File: src/rtl/bitboard_move_enumerator.sv
// Expands a 64-square bitboard into one beat per set square, lowest index first,
// tagging each beat with its ordinal and the frame's popcount.
module bitboard_move_enumerator (
  input  logic        clk,
  input  logic        rst,
  input  logic        in_valid,
  output logic        in_ready,
  input  logic [63:0] in_bits,
  output logic        out_valid,
  input  logic        out_ready,
  output logic [5:0]  out_index,
  output logic [5:0]  out_seq,
  output logic [6:0]  out_count,
  output logic        out_last,
  output logic        out_empty
);

  typedef enum logic {IDLE = 1'b0, EMIT = 1'b1} state_t;

  state_t      r_state;
  state_t      w_nextState;
  logic [63:0] r_mask;
  logic [5:0]  r_seq;
  logic [6:0]  r_count;
  logic        r_empty;

  logic [63:0] w_maskLess1;
  logic [63:0] w_maskNext;
  logic [63:0] w_lowBit;
  logic [5:0]  w_lowIndex;
  logic [3:0]  w_groupCount [8];
  logic [4:0]  w_pairCount [4];
  logic [5:0]  w_quadCount [2];
  logic [6:0]  w_popcount;
  logic        w_isLast;
  logic        w_fire;
  logic        w_load;

  // Clearing the lowest set bit and isolating it share the same mask-1 term.
  assign w_maskLess1 = r_mask - 64'd1;
  assign w_maskNext  = r_mask & w_maskLess1;
  assign w_lowBit    = r_mask & ~w_maskLess1;

  always_comb begin
    w_lowIndex = '0;
    for (int i = 0; i < 64; i++) begin
      if (w_lowBit[i]) w_lowIndex = w_lowIndex | 6'(i);
    end
  end

  // Balanced adder tree: 8-bit groups, then pairs, quads and the final sum.
  always_comb begin
    for (int g = 0; g < 8; g++) begin
      w_groupCount[g] = '0;
      for (int b = 0; b < 8; b++) begin
        w_groupCount[g] = w_groupCount[g] + {3'b000, in_bits[8*g+b]};
      end
    end
    for (int p = 0; p < 4; p++) begin
      w_pairCount[p] = {1'b0, w_groupCount[2*p]} + {1'b0, w_groupCount[2*p+1]};
    end
    for (int q = 0; q < 2; q++) begin
      w_quadCount[q] = {1'b0, w_pairCount[2*q]} + {1'b0, w_pairCount[2*q+1]};
    end
    w_popcount = {1'b0, w_quadCount[0]} + {1'b0, w_quadCount[1]};
  end

  assign w_isLast = r_empty || (w_maskNext == 64'd0);
  assign w_fire   = (r_state == EMIT) && out_ready;
  assign w_load   = in_valid && in_ready;

  always_ff @(posedge clk) begin
    if (rst) begin
      r_state <= IDLE;
      r_mask  <= '0;
      r_seq   <= '0;
      r_count <= '0;
      r_empty <= 1'b0;
    end else begin
      r_state <= w_nextState;
      if (w_load) begin
        r_mask  <= in_bits;
        r_seq   <= '0;
        r_count <= w_popcount;
        r_empty <= (in_bits == 64'd0);
      end else if (w_fire) begin
        r_mask <= w_maskNext;
        r_seq  <= r_seq + 6'd1;
      end
    end
  end

  // Outputs are forced to zero outside EMIT so an idle block presents a clean stream.
  always_comb begin
    w_nextState = r_state;
    in_ready    = 1'b0;
    out_valid   = 1'b0;
    out_index   = '0;
    out_seq     = '0;
    out_count   = '0;
    out_last    = 1'b0;
    out_empty   = 1'b0;
    case (r_state)
      IDLE: begin
        in_ready = 1'b1;
        if (in_valid) w_nextState = EMIT;
      end
      EMIT: begin
        out_valid = 1'b1;
        out_index = r_empty ? 6'd0 : w_lowIndex;
        out_seq   = r_seq;
        out_count = r_count;
        out_last  = w_isLast;
        out_empty = r_empty;
        in_ready  = w_fire && w_isLast;
        if (w_fire && w_isLast) w_nextState = in_valid ? EMIT : IDLE;
      end
      default: w_nextState = IDLE;
    endcase
  end

endmodule

File: config.mk
export PLATFORM = sky130hd
export DESIGN_NAME = bitboard_move_enumerator
export DESIGN_NICKNAME = d
export VERILOG_FILES = /design/src/rtl/bitboard_move_enumerator.sv
export SDC_FILE = /design/constraint.sdc
export NUM_CORES = 1
export LEC_CHECK = 0
export ABC_AREA = 1
export ABC_CLOCK_PERIOD_IN_PS = 9000
export BUFFER_PORTS_ARGS = -buffer_cell sky130_fd_sc_hd__buf_2
export CAP_MARGIN = 20
export CORE_MARGIN = 4
export CORE_UTILIZATION = 60
export DETAILED_ROUTE_END_ITERATION = 16
export PLACE_DENSITY = 0.79
export SLEW_MARGIN = 20
export SYNTH_ARGS = -nofsm -noshare
export SYNTH_HDL_FRONTEND = slang
export SYNTH_SLANG_ARGS = --single-unit
File: constraint.sdc
create_clock -name clk -period 9 [get_ports clk]
set_clock_uncertainty 0.1 [all_clocks]
set_input_delay 1.8 -clock clk [delete_from_list [all_inputs] [get_ports clk]]
set_output_delay 1.8 -clock clk [all_outputs]
set_load 0.05 [all_outputs]
==> summary.json <==
{
  "worst_setup_path": {
    "criticalPathCategory": "primary input to flop",
    "crit_arrival_ns": 7.64,
    "critical_path.most_common_cell": "fa_1",
    "setup.worst_path.start_class": "primary input",
    "timing.critical_path.fanout_max": 3,
    "timing.critical_path.required_ns": 9.10,
    "worst_path_largest_cell_delay_ns": 0.56,
    "crit_path_end_kind": "flop",
    "critPathSlowestCell": "fa_1"
  },
  "drt": {
    "initialDrtViolationCount": 1591,
    "route.antenna.remaining_nets": 0,
    "route.detailed.vias_per_inst": 5.69,
    "firstDrtPassIters": 6,
    "vias_post_dr": 9812,
    "route.detailed.wl_per_inst_um": 17.7,
    "routed_wirelength_um": 30500,
    "remaining_drc_errors": 0
  },
  "layout": {
    "finalNetCount": 1683,
    "drive_above_1_share": 0.0833,
    "utilization_of_the_core_after_routing": 0.682,
    "area.growth.synth_to_final_pct": 9.90,
    "num_antenna_cells": 0,
    "layout_filler_cell_count": 1271
  },
  "timing": {
    "slew_viol_final": 0,
    "max_slew.worst_pin.slew_ns": 0.815,
    "setup_violations": 0,
    "unrepaired_setup_endpoints_after_global_routing": "false",
    "min_period_ns": 7.54,
    "max_clock_freq_mhz": 133,
    "timing.slew.headroom": 0.457,
    "timing.final.hold_violations": 0,
    "whs_ns": 0.375,
    "period_utilization_post_route": 0.838,
    "fin_setup_tns_ns": 0
  },
  "clock_network": {
    "clock_tree_from_tritoncts": "done",
    "clk_latency_ns": 0.35,
    "htree_depth": 3,
    "tritoncts.num_buffers": 9,
    "ctsHoldBuffers": 0,
    "clock_tree.root_cell": "clkbuf_16",
    "number_of_buffers_inserted_to_repair_setup_after_cts": 0,
    "max-clock-path-buffers": 2,
    "cts.reportedPaths.clkPinSlew_ns": 0.06,
    "cts_repair_resize_count": 0,
    "cts_num_sinks": 79
  },
  "logic_synthesis": {
    "yosysUniqueCellTypes": 33,
    "synth.ff_latch_count": 79,
    "syn_area_per_cell_um2": 5.64,
    "yosysSeqAreaShare": 0.190,
    "synth.cell_area_mm2": 0.00832,
    "ys_async_sr_fraction": 0,
    "synth.net_count": 1614,
    "synthesis.yosys.warnings": 0,
    "synth-main-ff-cell": "dfxtp_1",
    "synth_edf_count": 0,
    "synthCells": 1475
  },
  "power_and_ir_drop": {
    "peakVddDrop_v": 0.00101,
    "clkPwrFrac": 0.108,
    "pwr_dens_mw_per_mm2": 357,
    "power.share.combinational": 0.758,
    "sw_frac_of_total": 0.525,
    "power_frac_seq": 0.134,
    "power.static_leakage_nw": 5.74,
    "power_switching_w": 0.00171,
    "cellInternalPower_w": 0.00155
  },
  "global_routing": {
    "antenna_found_initial": 0,
    "largest_net_degree_at_the_start_of_global_routing": 75,
    "groute.usage.overall": 0.382,
    "global_route_wire_length_before_repair_um": 47500,
    "globalRouteOverflowTotal": 0,
    "grt_pass1_vias": 8999
  },
  "place": {
    "gpl.final_weighted_congestion": 1.07,
    "hpwl_um": 24500,
    "port_buffers": 90
  },
  "status": {
    "status": "finished, final reports clean"
  },
  "floorplan": {
    "io_pins": 91,
    "die_footprint_mm2": 0.0158,
    "fp.dieH_um": 126,
    "chipWidth_um": 126,
    "floorplan.initialDensity": 0.621,
    "num_rows": 42,
    "core_area_mm2": 0.0134
  },
  "flow_run": {
    "max-cap-violations": 0
  },
  "hold_path": {
    "hp-class": "flop to flop"
  }
}
worst max-delay path, delay by kind of cell:
kind | cells | cell delay (ns)
and+or+nand+nor | 6 | 0.64
buffers and inverters | 7 | 0.47
adders and majority gates | 9 | 4.31
AOI/OAI and AO/OA | 3 | 0.39
power by group through the flow:
stage | Sequential [W] | Combinational [W] | Clock (W)
final | 0.000437 | 0.00247 | 0.000353
after global routing | 0.000441 | 0.00282 | 0.000371
after CTS | 0.000433 | 0.00243 | 0.000353
after detailed placement | 0.000441 | 0.00240 | 0
after global placement | 0.000440 | 0.00225 | 0
after floorplan | 0.000423 | 0.00180 | 0
sequential cells by signal (all words and copies together) (netlist names):
name / count
r_state: 1
r_seq: 6
r_count: 7
r_mask: 64
r_empty: 1
final cells by class:
class | instances | area [um2] | share of cell area
Multi-Input combinational cell | 1106 | 5630 | 0.616
Sequential cell | 79 | 1580 | 0.173
Inverter | 253 | 950 | 0.104
Timing Repair Buffer | 95 | 488 | 0.0534
Clock buffer | 11 | 243 | 0.0266
Tap cell | 176 | 220 | 0.0241
Clock inverter | 5 | 31.3 | 0.00342
layer usage:
layer	up-vias	GRT usage	routed length [um]
li1	4580	-	-
met1	4376	0.550	12100
met2	738	0.558	12600
met3	118	0.0771	4130
met4	0	0.168	1530
met5	-	0	0
metrics by stage:
step / setup slack, ns / cell area, um2 / power, W / cells
6_report: 1.46 / 9140 / 0.00326 / 1725
5_1_grt: 1.25 / 9140 / 0.00363 / 1725
4_1_cts: 1.51 / 9140 / 0.00321 / 1725
3_5_place_dp: 1.17 / 8870 / 0.00284 / 1709
3_3_place_gp: 1.41 / 8870 / 0.00269 / 1709
2_1_floorplan: 1.75 / 8320 / 0.00223 / 1475
final timing paths:
| check | start | end | slack, ns | cells past startpoint |
|---|---|---|---|---|
| worst max-delay path | in_bits[47] | r_count[5] | 1.46 | 25 |
| worst min-delay path | r_mask[62] | r_mask[62] | 0.37 | 2 |
| worst max register to register | r_mask[7] | r_mask[36] | 3.99 | 22 |
| worst min register to register | r_mask[62] | r_mask[62] | 0.37 | 2 |
cell families after synthesis:
family                   Yosys count  share of synthesized area
adder cells (fa/ha/maj)           71                      0.156
buffers and inverters            290                      0.134
flip-flops                        79                      0.190
AO/OA/AOI/OAI                     45                     0.0334
XOR/XNOR                           6                    0.00632
AND/OR/NAND/NOR                  984                      0.480
synthesized netlist by cell type, drive strengths merged, types with 3 or more instances:
cell type  number  area [um2]
nor3           13        65.1
nand3         106         531
a21oi          14        81.3
o2111ai         4        35.0
buf            22         110
ha             17         213
xor2            4        35.0
nand4           9        56.3
a31oi           3        18.8
o21ai          17        85.1
nor4           25         156
fa             54        1080
inv           253         950
nor2          211         827
clkbuf         15        56.3
nand2         612        2300
nand3b          3        22.5
dfxtp          79        1580
layout by cell type (no fill, tap or decap), drive strengths merged, types with 11 or more instances in the layout:
| master | n |
|---|---|
| clkbuf | 11 |
| ha | 17 |
| o21ai | 17 |
| fa | 54 |
| nor3 | 13 |
| buf | 95 |
| inv | 254 |
| a21oi | 14 |
| nand2 | 612 |
| nor4 | 25 |
| nand3 | 106 |
| nor2 | 211 |
| dfxtp | 79 |
Note: power is estimated with default switching activity, not from simulation.
